## src/rtl/hazard_forward_unit_pkg.sv

```systemverilog
// Shared definitions for the hazard/forwarding control slice: operand-mux
// select encodings and default widths.
package hazard_forward_unit_pkg;

    localparam int unsigned DEF_REG_ADDR_W = 5;
    localparam int unsigned DEF_CNT_W      = 16;

    // Operand forwarding mux select; 2'b11 is never produced.
    typedef enum logic [1:0] {
        FWD_RF  = 2'b00,
        FWD_WB  = 2'b01,
        FWD_MEM = 2'b10
    } fwd_sel_e;

endpackage

```

## src/rtl/hazard_forward_unit_fwd_sel.sv

```systemverilog
// Priority comparator for one EX-stage source operand: the EX/MEM result beats
// the MEM/WB result, and x0 never forwards.
module hazard_forward_unit_fwd_sel
    import hazard_forward_unit_pkg::*;
#(
    parameter int unsigned REG_ADDR_W = DEF_REG_ADDR_W
) (
    input  logic                  ex_valid_i,
    input  logic [REG_ADDR_W-1:0] rs_i,
    input  logic                  mem_valid_i,
    input  logic                  mem_regwrite_i,
    input  logic [REG_ADDR_W-1:0] mem_rd_i,
    input  logic                  wb_valid_i,
    input  logic                  wb_regwrite_i,
    input  logic [REG_ADDR_W-1:0] wb_rd_i,
    output fwd_sel_e              sel_o
);

    logic mem_hit;
    logic wb_hit;

    always_comb begin
        mem_hit = mem_valid_i & mem_regwrite_i & (mem_rd_i != '0) & (mem_rd_i == rs_i);
        wb_hit  = wb_valid_i & wb_regwrite_i & (wb_rd_i != '0) & (wb_rd_i == rs_i);
        sel_o   = FWD_RF;
        if (ex_valid_i) begin
            if (mem_hit) begin
                sel_o = FWD_MEM;
            end else if (wb_hit) begin
                sel_o = FWD_WB;
            end
        end
    end

endmodule

```

## src/rtl/hazard_forward_unit.sv

```systemverilog
// Hazard and forwarding control: shadow ID/EX, EX/MEM, MEM/WB tags, operand
// forwarding selects, one-cycle load-use stall and a saturating stall counter.
module hazard_forward_unit
    import hazard_forward_unit_pkg::*;
#(
    parameter int unsigned REG_ADDR_W = DEF_REG_ADDR_W,
    parameter int unsigned CNT_W      = DEF_CNT_W
) (
    input  logic                  clk_i,
    input  logic                  rst_i,
    input  logic                  id_valid_i,
    input  logic [REG_ADDR_W-1:0] id_rs1_i,
    input  logic [REG_ADDR_W-1:0] id_rs2_i,
    input  logic [REG_ADDR_W-1:0] id_rd_i,
    input  logic                  id_regwrite_i,
    input  logic                  id_memread_i,
    input  logic                  flush_i,
    output logic [1:0]            fwd_a_o,
    output logic [1:0]            fwd_b_o,
    output logic                  stall_o,
    output logic [CNT_W-1:0]      stall_cnt_o
);

    typedef struct packed {
        logic                  valid;
        logic [REG_ADDR_W-1:0] rs1;
        logic [REG_ADDR_W-1:0] rs2;
        logic [REG_ADDR_W-1:0] rd;
        logic                  regwrite;
        logic                  memread;
    } ex_stage_t;

    typedef struct packed {
        logic                  valid;
        logic [REG_ADDR_W-1:0] rd;
        logic                  regwrite;
        logic                  memread;
    } mem_stage_t;

    typedef struct packed {
        logic                  valid;
        logic [REG_ADDR_W-1:0] rd;
        logic                  regwrite;
    } wb_stage_t;

    ex_stage_t  ex_q,  ex_d;
    mem_stage_t mem_q, mem_d;
    wb_stage_t  wb_q,  wb_d;
    logic [CNT_W-1:0] cnt_q, cnt_d;

    logic     stall;
    logic     load_rd_hit;
    fwd_sel_e fwd_a;
    fwd_sel_e fwd_b;

    // rs2 is compared even when the ID instruction does not read it.
    always_comb begin
        load_rd_hit = (ex_q.rd == id_rs1_i) | (ex_q.rd == id_rs2_i);
        stall = id_valid_i & ~flush_i & ex_q.valid & ex_q.memread
              & (ex_q.rd != '0) & load_rd_hit;
    end

    always_comb begin
        ex_d.valid    = id_valid_i & ~stall & ~flush_i;
        ex_d.rs1      = id_rs1_i;
        ex_d.rs2      = id_rs2_i;
        ex_d.rd       = id_rd_i;
        ex_d.regwrite = id_regwrite_i;
        ex_d.memread  = id_memread_i;

        mem_d.valid    = ex_q.valid;
        mem_d.rd       = ex_q.rd;
        mem_d.regwrite = ex_q.regwrite;
        mem_d.memread  = ex_q.memread;

        wb_d.valid    = mem_q.valid;
        wb_d.rd       = mem_q.rd;
        wb_d.regwrite = mem_q.regwrite;

        cnt_d = cnt_q;
        if (stall && (cnt_q != '1)) begin
            cnt_d = cnt_q + 1'b1;
        end
    end

    always_ff @(posedge clk_i) begin
        if (!rst_i) begin
            ex_q  <= '0;
            mem_q <= '0;
            wb_q  <= '0;
            cnt_q <= '0;
        end else begin
            ex_q  <= ex_d;
            mem_q <= mem_d;
            wb_q  <= wb_d;
            cnt_q <= cnt_d;
        end
    end

    hazard_forward_unit_fwd_sel #(
        .REG_ADDR_W (REG_ADDR_W)
    ) u_fwd_a (
        .ex_valid_i     (ex_q.valid),
        .rs_i           (ex_q.rs1),
        .mem_valid_i    (mem_q.valid),
        .mem_regwrite_i (mem_q.regwrite),
        .mem_rd_i       (mem_q.rd),
        .wb_valid_i     (wb_q.valid),
        .wb_regwrite_i  (wb_q.regwrite),
        .wb_rd_i        (wb_q.rd),
        .sel_o          (fwd_a)
    );

    hazard_forward_unit_fwd_sel #(
        .REG_ADDR_W (REG_ADDR_W)
    ) u_fwd_b (
        .ex_valid_i     (ex_q.valid),
        .rs_i           (ex_q.rs2),
        .mem_valid_i    (mem_q.valid),
        .mem_regwrite_i (mem_q.regwrite),
        .mem_rd_i       (mem_q.rd),
        .wb_valid_i     (wb_q.valid),
        .wb_regwrite_i  (wb_q.regwrite),
        .wb_rd_i        (wb_q.rd),
        .sel_o          (fwd_b)
    );

    // A load in MEM feeding the EX instruction is impossible thanks to the stall.
    always_comb begin
        if (rst_i && ex_q.valid) begin
            assert (!(mem_q.valid && mem_q.memread && mem_q.regwrite && (mem_q.rd != '0)
                      && ((mem_q.rd == ex_q.rs1) || (mem_q.rd == ex_q.rs2))));
        end
    end

    assign fwd_a_o     = fwd_a;
    assign fwd_b_o     = fwd_b;
    assign stall_o     = stall;
    assign stall_cnt_o = cnt_q;

endmodule

```

## config.mk

```make
export PLATFORM = sky130hd
export DESIGN_NAME = hazard_forward_unit
export DESIGN_NICKNAME = d
export VERILOG_FILES = /design/src/rtl/hazard_forward_unit_pkg.sv /design/src/rtl/hazard_forward_unit_fwd_sel.sv /design/src/rtl/hazard_forward_unit.sv
export SDC_FILE = /design/constraint.sdc
export NUM_CORES = 1
export LEC_CHECK = 0
export ABC_AREA = 1
export CAP_MARGIN = 25
export CORE_ASPECT_RATIO = 0.8
export CORE_MARGIN = 2
export CORE_UTILIZATION = 40
export DETAILED_ROUTE_END_ITERATION = 8
export HOLD_SLACK_MARGIN = 0.08
export SLEW_MARGIN = 10
export SYNTH_ARGS = -nofsm -noshare
export SYNTH_HDL_FRONTEND = slang
export SYNTH_SLANG_ARGS = --single-unit
```

## constraint.sdc

```tcl
create_clock -name clk_i -period 2.15 [get_ports clk_i]
set_clock_uncertainty 0.2 [all_clocks]
set_input_delay 0.43 -clock clk_i [delete_from_list [all_inputs] [get_ports clk_i]]
set_output_delay 0.43 -clock clk_i [all_outputs]
set_load 0.01 [all_outputs]
```

### After elaboration in Yosys (flattened, before gate mapping)

Cells that the tools add are included.

* register bits after elaboration: 48
* bits in latches: 0
* RAM bits: 0
* memory bits (read-only): 0
* input bits: 21
* output and inout port bits: 21
* logic and storage cells: 49
* memories kept: 0

* add/subtract/negate cells: 1
* $mul: 0
* div/mod/pow operators: 0
* $lt $le $gt $ge: 0
* equal/unequal tests: 7
* shift operators: 0
* multiplexer cells: 6
* bitwise gates (word level): 18
* reduce and logical (&&, ||, !) cells: 4

Operators with widths (count)
* $eq 5x5->1: 6
* $add 16x1->16 const B: 1
* $ne 16x16->1 const B: 1
* $and 1x1->1: 15
* $reduce_bool 5->1: 3
* $mux 2: 4
* $mux 1: 2
* $not 1->1: 2
* $logic_and 1x1->1: 1
* $or 1x1->1: 1

### Depth between registers and ports, before layout

* depth after elaboration: 9
* gate-level depth with buffers: 11
* gate-level depth less buffers: 10

### By module

A second synthesis with hierarchy kept.

* cells, all modules: 442
* area, all modules: 2705.1 sq um

By module, submodules not included
* hazard_forward_unit: instances 1, cells an instance 328, area an instance 2232.1 sq um, seq. area each 960.9 sq um
* hazard_forward_unit_fwd_sel: instances 2, cells an instance 57, area an instance 236.5 sq um, seq. area each 0.0 sq um

### Worst setup path before layout

No wires, ideal clock.

* path kind: reg2reg
* from: reg cnt_q[1] (netlist: stall_cnt_o[1])
* to: reg cnt_q[12] (netlist: stall_cnt_o[12])
* library setup time: 114 ps
* arrival: 1496 ps
* data required time: 1836 ps
* setup slack: 340 ps
* cell stages (with the launch flop): 12
* path buffers: 1
* cells stage by stage: dfxtp_1 ha_1 nand2_2 nor2_2 nand2_2 nor2_4 nand4_4 nand3_4 buf_12 nand2_2 nand2_1 nor2_2

* cells in the longest elaborated chain, start to end: 2

RTL lines
* start: declaration: RTL line hazard_forward_unit.sv:49 `logic [CNT_W-1:0] cnt_q, cnt_d;`
* start signal: assignment: RTL line hazard_forward_unit.sv:96 `cnt_q <= cnt_d;`
* parallel branches: the longest is 2 deep, another holds $add 16x1->16

Several ways; the timed one is not identified.
A chain may end at the register's enable or synchronous reset.

### Worst setup path after layout

* from: reg wb_q[3] in the netlist's numbering
* to: out fwd_b_o[0]

* cells in the longest elaborated chain, start to end: 6

RTL lines
* start: declaration: RTL line hazard_forward_unit.sv:48 `wb_stage_t wb_q, wb_d;`
* start signal: assignment: RTL line hazard_forward_unit.sv:95 `wb_q <= wb_d;`
* $reduce_bool 5->1: RTL line hazard_forward_unit_fwd_sel.sv:24 `wb_hit = wb_valid_i & wb_regwrite_i & (wb_rd_i != '0) & (wb_rd_i == rs_i);`
* $and 1x1->1: RTL line hazard_forward_unit_fwd_sel.sv:24
* $and 1x1->1 *: RTL line hazard_forward_unit_fwd_sel.sv:24
* $mux 1 *: RTL line hazard_forward_unit_fwd_sel.sv:29 `end else if (wb_hit) begin`
* $mux 2 *: RTL line hazard_forward_unit_fwd_sel.sv:27 `if (mem_hit) begin`
* $mux 2 *: RTL line hazard_forward_unit_fwd_sel.sv:26 `if (ex_valid_i) begin`
* end: declaration: RTL line hazard_forward_unit.sv:19 `output logic [1:0] fwd_b_o,`

Mark *: on every way between the ends. The rest lies on a longest branch, timed or not.

==> results_tabular.tex <==
\begin{tabular}{lr}
\hline
Metric & Value \\
\hline
\multicolumn{2}{l}{\textbf{Pwr}} \\
\quad Cell leakage power & 1.76 nW \\
\quad Worst vdd rail ir drop & 0.000313 V \\
\quad Power Dens Cells & 510 nW/µm² \\
\multicolumn{2}{l}{\textbf{Setup path}} \\
\quad Signal arrival time at the worst endpoint & 1.47 ns \\
\quad Startpoint-to-endpoint class of the critical path & reg2out \\
\quad Required time at the endpoint of the critical path & 1.52 ns \\
\quad Cell-by-cell trace of the critical path & xnor2\_1 > nand3\_2 > nor3\_2 > nand4\_1 > a21oi\_2 > buf\_2 \\
\quad Critical path launch point type & register \\
\quad Largest incremental delay on the critical path & 0.35 ns \\
\quad Family with the most delay on the worst path & simple AND/OR/NAND/NOR gates \\
\quad Kind of end point of the critical path & output port \\
\quad Maximum fanout along the worst path & 3 \\
\quad Cell with the largest stage delay on the worst path & dfxtp\_2 \\
\quad CP Buf/Inv Count & 1 \\
\multicolumn{2}{l}{\textbf{Worst hold path}} \\
\quad Hold crit path type & in2reg \\
\multicolumn{2}{l}{\textbf{Global routing}} \\
\quad All-layer global routing usage & 0.165 \\
\quad Vias in the first global route & 1932 \\
\quad Total congestion overflow after global routing & 0 \\
\quad First-pass GRT wire length & 8.95 mm \\
\quad Pin count of the biggest net entering global routing & 33 \\
\quad Antenna violations before repair & 0 \\
\multicolumn{2}{l}{\textbf{Synth}} \\
\quad Post-synthesis instance area & 2570 µm² \\
\quad Portion of the post-synthesis area used by sequential elements & 0.374 \\
\quad Largest area contributor in the netlist & dfxtp\_1 \\
\quad Synthesized-area fraction occupied by and/or/nand/nor cells & 0.365 \\
\quad Number of enable-type register cells in the synthesized netlist & 0 \\
\quad Area share of the leading cell type in the synthesized netlist & 0.374 \\
\quad Share of flip-flops with an asynchronous set or reset after synthesis & 0 \\
\quad Top-count cell post-synth & nand2\_1 \\
\quad Largest family of logic cells by synthesized area & simple AND/OR/NAND/NOR gates \\
\quad Adder and majority cell fraction of the synthesized area & 0.00487 \\
\quad Ys Warns & 0 \\
\quad Count of different cell masters after synthesis & 29 \\
\quad Area fraction in compound gates after synthesis & 0.0146 \\
\quad \#FFs+latches synth & 48 \\
\quad Xor-xnor portion of the synthesized cell area & 0.106 \\
\quad Cell types with the largest area share after synthesis & dfxtp\_1 (37\%), nand2\_1 (12\%), inv\_1 (11\%), xor2\_1 (5.8\%), nor2\_1 (5.5\%) \\
\quad Mux contribution to synthesized area & 0 \\
\quad Cells after synthesis & 365 \\
\quad Top cells by count, synth & nand2\_1 (83), inv\_1 (72), dfxtp\_1 (48) \\
\quad Average footprint of a synthesized cell & 7.04 µm² \\
\quad Net count after synthesis & 387 \\
\quad Most common flop cell mapped by yosys & dfxtp\_1 \\
\multicolumn{2}{l}{\textbf{Placed design}} \\
\quad RD Place Congestion & 0.868 \\
\quad Area after detailed placement & 3130 µm² \\
\quad Post-Place Setup Slack & -0.585 ns \\
\quad Count of input and output buffers & 41 \\
\quad Post-DP HPWL & 4.18 mm \\
\multicolumn{2}{l}{\textbf{Run status}} \\
\quad Status & completed \\
\multicolumn{2}{l}{\textbf{STA}} \\
\quad Final hold viol count & 0 \\
\quad Total Negative Setup Slacks & 0 ns \\
\quad Count of final setup violators & 0 \\
\quad Final worst path period need & 2.10 ns \\
\quad Min setup slack post-route & 0.0504 ns \\
\quad Unrepaired setup endpoints after global routing & true \\
\quad Slew of the pin with the lowest slew margin & 0.387 ns \\
\quad Final Slew Violations & 0 \\
\quad Max\_slew headroom & 0.741 \\
\quad Period utilisation layout & 0.977 \\
\quad Maximum clock frequency & 476 MHz \\
\multicolumn{2}{l}{\textbf{Clocking}} \\
\quad Register clock-pin slew on the reported worst setup and hold paths & 0.09 ns \\
\quad \# H-tree levels & 2 \\
\quad Largest buffer count on any clock path & 2 \\
\quad Clock root buffer & clkbuf\_8 \\
\quad Clk sink count & 48 \\
\quad Skew-Pair Late Insertion Delay & 0.31 ns \\
\quad TritonCTS buffer count & 5 \\
\quad CTS tree & yes \\
\multicolumn{2}{l}{\textbf{Finish}} \\
\quad Area Growth Syn to Fin & 28.5\% \\
\quad Number of nets in the final layout & 440 \\
\quad Total inserted antenna cells & 0 \\
\quad Share of layout cells above drive strength 1 & 0.232 \\
\quad Final standard cell area without fillers & 3300 µm² \\
\multicolumn{2}{l}{\textbf{Die}} \\
\quad Die outline width & 93.6 µm \\
\quad Number of core rows & 26 \\
\quad Core region area & 6310 µm² \\
\quad Die Y & 75.7 µm \\
\quad I/O pin cnt & 42 \\
\quad Die Footprint & 7090 µm² \\
\quad Effective utilization at floorplan & 0.407 \\
\multicolumn{2}{l}{\textbf{Routing}} \\
\quad Wire length after detailed routing & 5.49 mm \\
\quad Count of routing violations after the opening detailed-route iteration & 62 \\
\quad DRT antenna net count & 0 \\
\quad Final routed DRC violation total & 0 \\
\quad Number of vias in the routed layout & 2200 \\
\quad Routed wire length per instance & 10.9 µm \\
\quad Detailed-router iteration count before antenna repair & 4 \\
\quad Mean number of vias per cell & 4.37 \\
\multicolumn{2}{l}{\textbf{Run}} \\
\quad Number of maximum-capacitance constraint violations & 0 \\
\hline
\end{tabular}
final cells by class:
type	count	area [µm²]
fill	639	3010
multi-input combinational	234	1310
sequential	48	981
timing repair buffer	53	528
inverter	76	285
tap	84	105
clock buffer	7	86.3
clock inverter	1	7.51
cell families (layout without fill, tap and decap cells):
logic type                 Yosys count  after routing
buffers and inverters               83            137
and+or+nand+nor                    195            195
AOI/OAI and AO/OA                    7              7
xor gates and xnor gates            31             31
DFF                                 48             48
adders and majority gates            1              1
metrics by stage:
stage               total power [mW]  std cells  hold WS, ns  utilization
floorplan                       1.05        365        0.190            -
global placement                1.13        494        0.207        0.496
detailed placement              1.13        494        0.207        0.496
CTS                             1.69        502        0.227        0.510
global route                    1.77        503        0.196        0.523
finish                          1.68        503        0.179        0.523
state kept, by name (all words and copies together), names as in the netlist:
name and cells:
ex_q 18, stall_cnt_o 16, mem_q 7, wb_q 7
report_power, final:
| part | switching, mW | leakage [nW] | internal [mW] |
|---|---|---|---|
| sequential | 0.0286 | 0.399 | 0.918 |
| combinational | 0.0852 | 1.32 | 0.0870 |
| clock | 0.303 | 0.0445 | 0.262 |
| total | 0.417 | 1.76 | 1.27 |
worst min-delay path, stage by stage:
cell	delay (ns)
dlymetal6s2s_1	0.12
nand2_1	0.06
inv_1	0.05
placed cells by master (no fill, tap or decap), drive strengths merged:
cell | synthesis | layout
a211oi | 1 | 1
a21oi | 4 | 4
buf | 4 | 15
clkbuf | 3 | 9
clkdlybuf4s50 | 0 | 26
clkinvlp | 0 | 1
dfxtp | 48 | 48
dlygate4sd2 | 0 | 1
dlymetal6s2s | 0 | 9
ha | 1 | 1
inv | 76 | 76
nand2 | 102 | 102
nand3 | 14 | 14
nand3b | 1 | 1
nand4 | 13 | 13
nor2 | 53 | 53
nor3 | 8 | 8
nor4 | 3 | 3
o21ai | 2 | 2
or2 | 1 | 1
xnor2 | 14 | 14
xor2 | 17 | 17
metal layers:
metal	track usage	wire length (µm)
met3	0.0376	187
met4	0.0580	84
met2	0.241	2320
met1	0.241	2900
met5	0	0
worst paths after layout:
check | endpoint | start | cells after the start | slack (ns)
max | fwd_b_o[0] | wb_q[3]$_SDFF_PN0_ | 6 | 0.05
min | ex_q[8]$_SDFF_PN0_ | id_rs2_i[1] | 3 | 0.18
max reg2reg | stall_cnt_o[0]$_SDFFE_PN0P_ | stall_cnt_o[1]$_SDFFE_PN0P_ | 11 | 0.22
min reg2reg | mem_q[1]$_SDFF_PN0_ | ex_q[1]$_SDFF_PN0_ | 2 | 0.22
timing repair:
action	in CTS	in global routing
setup endpoints to repair	5	6
resized for setup	21	42
pin swaps	1	12
hold endpoints to repair	0	0
hold buffers	0	0
setup buffers	0	1
(Power assumes the default switching activity.)
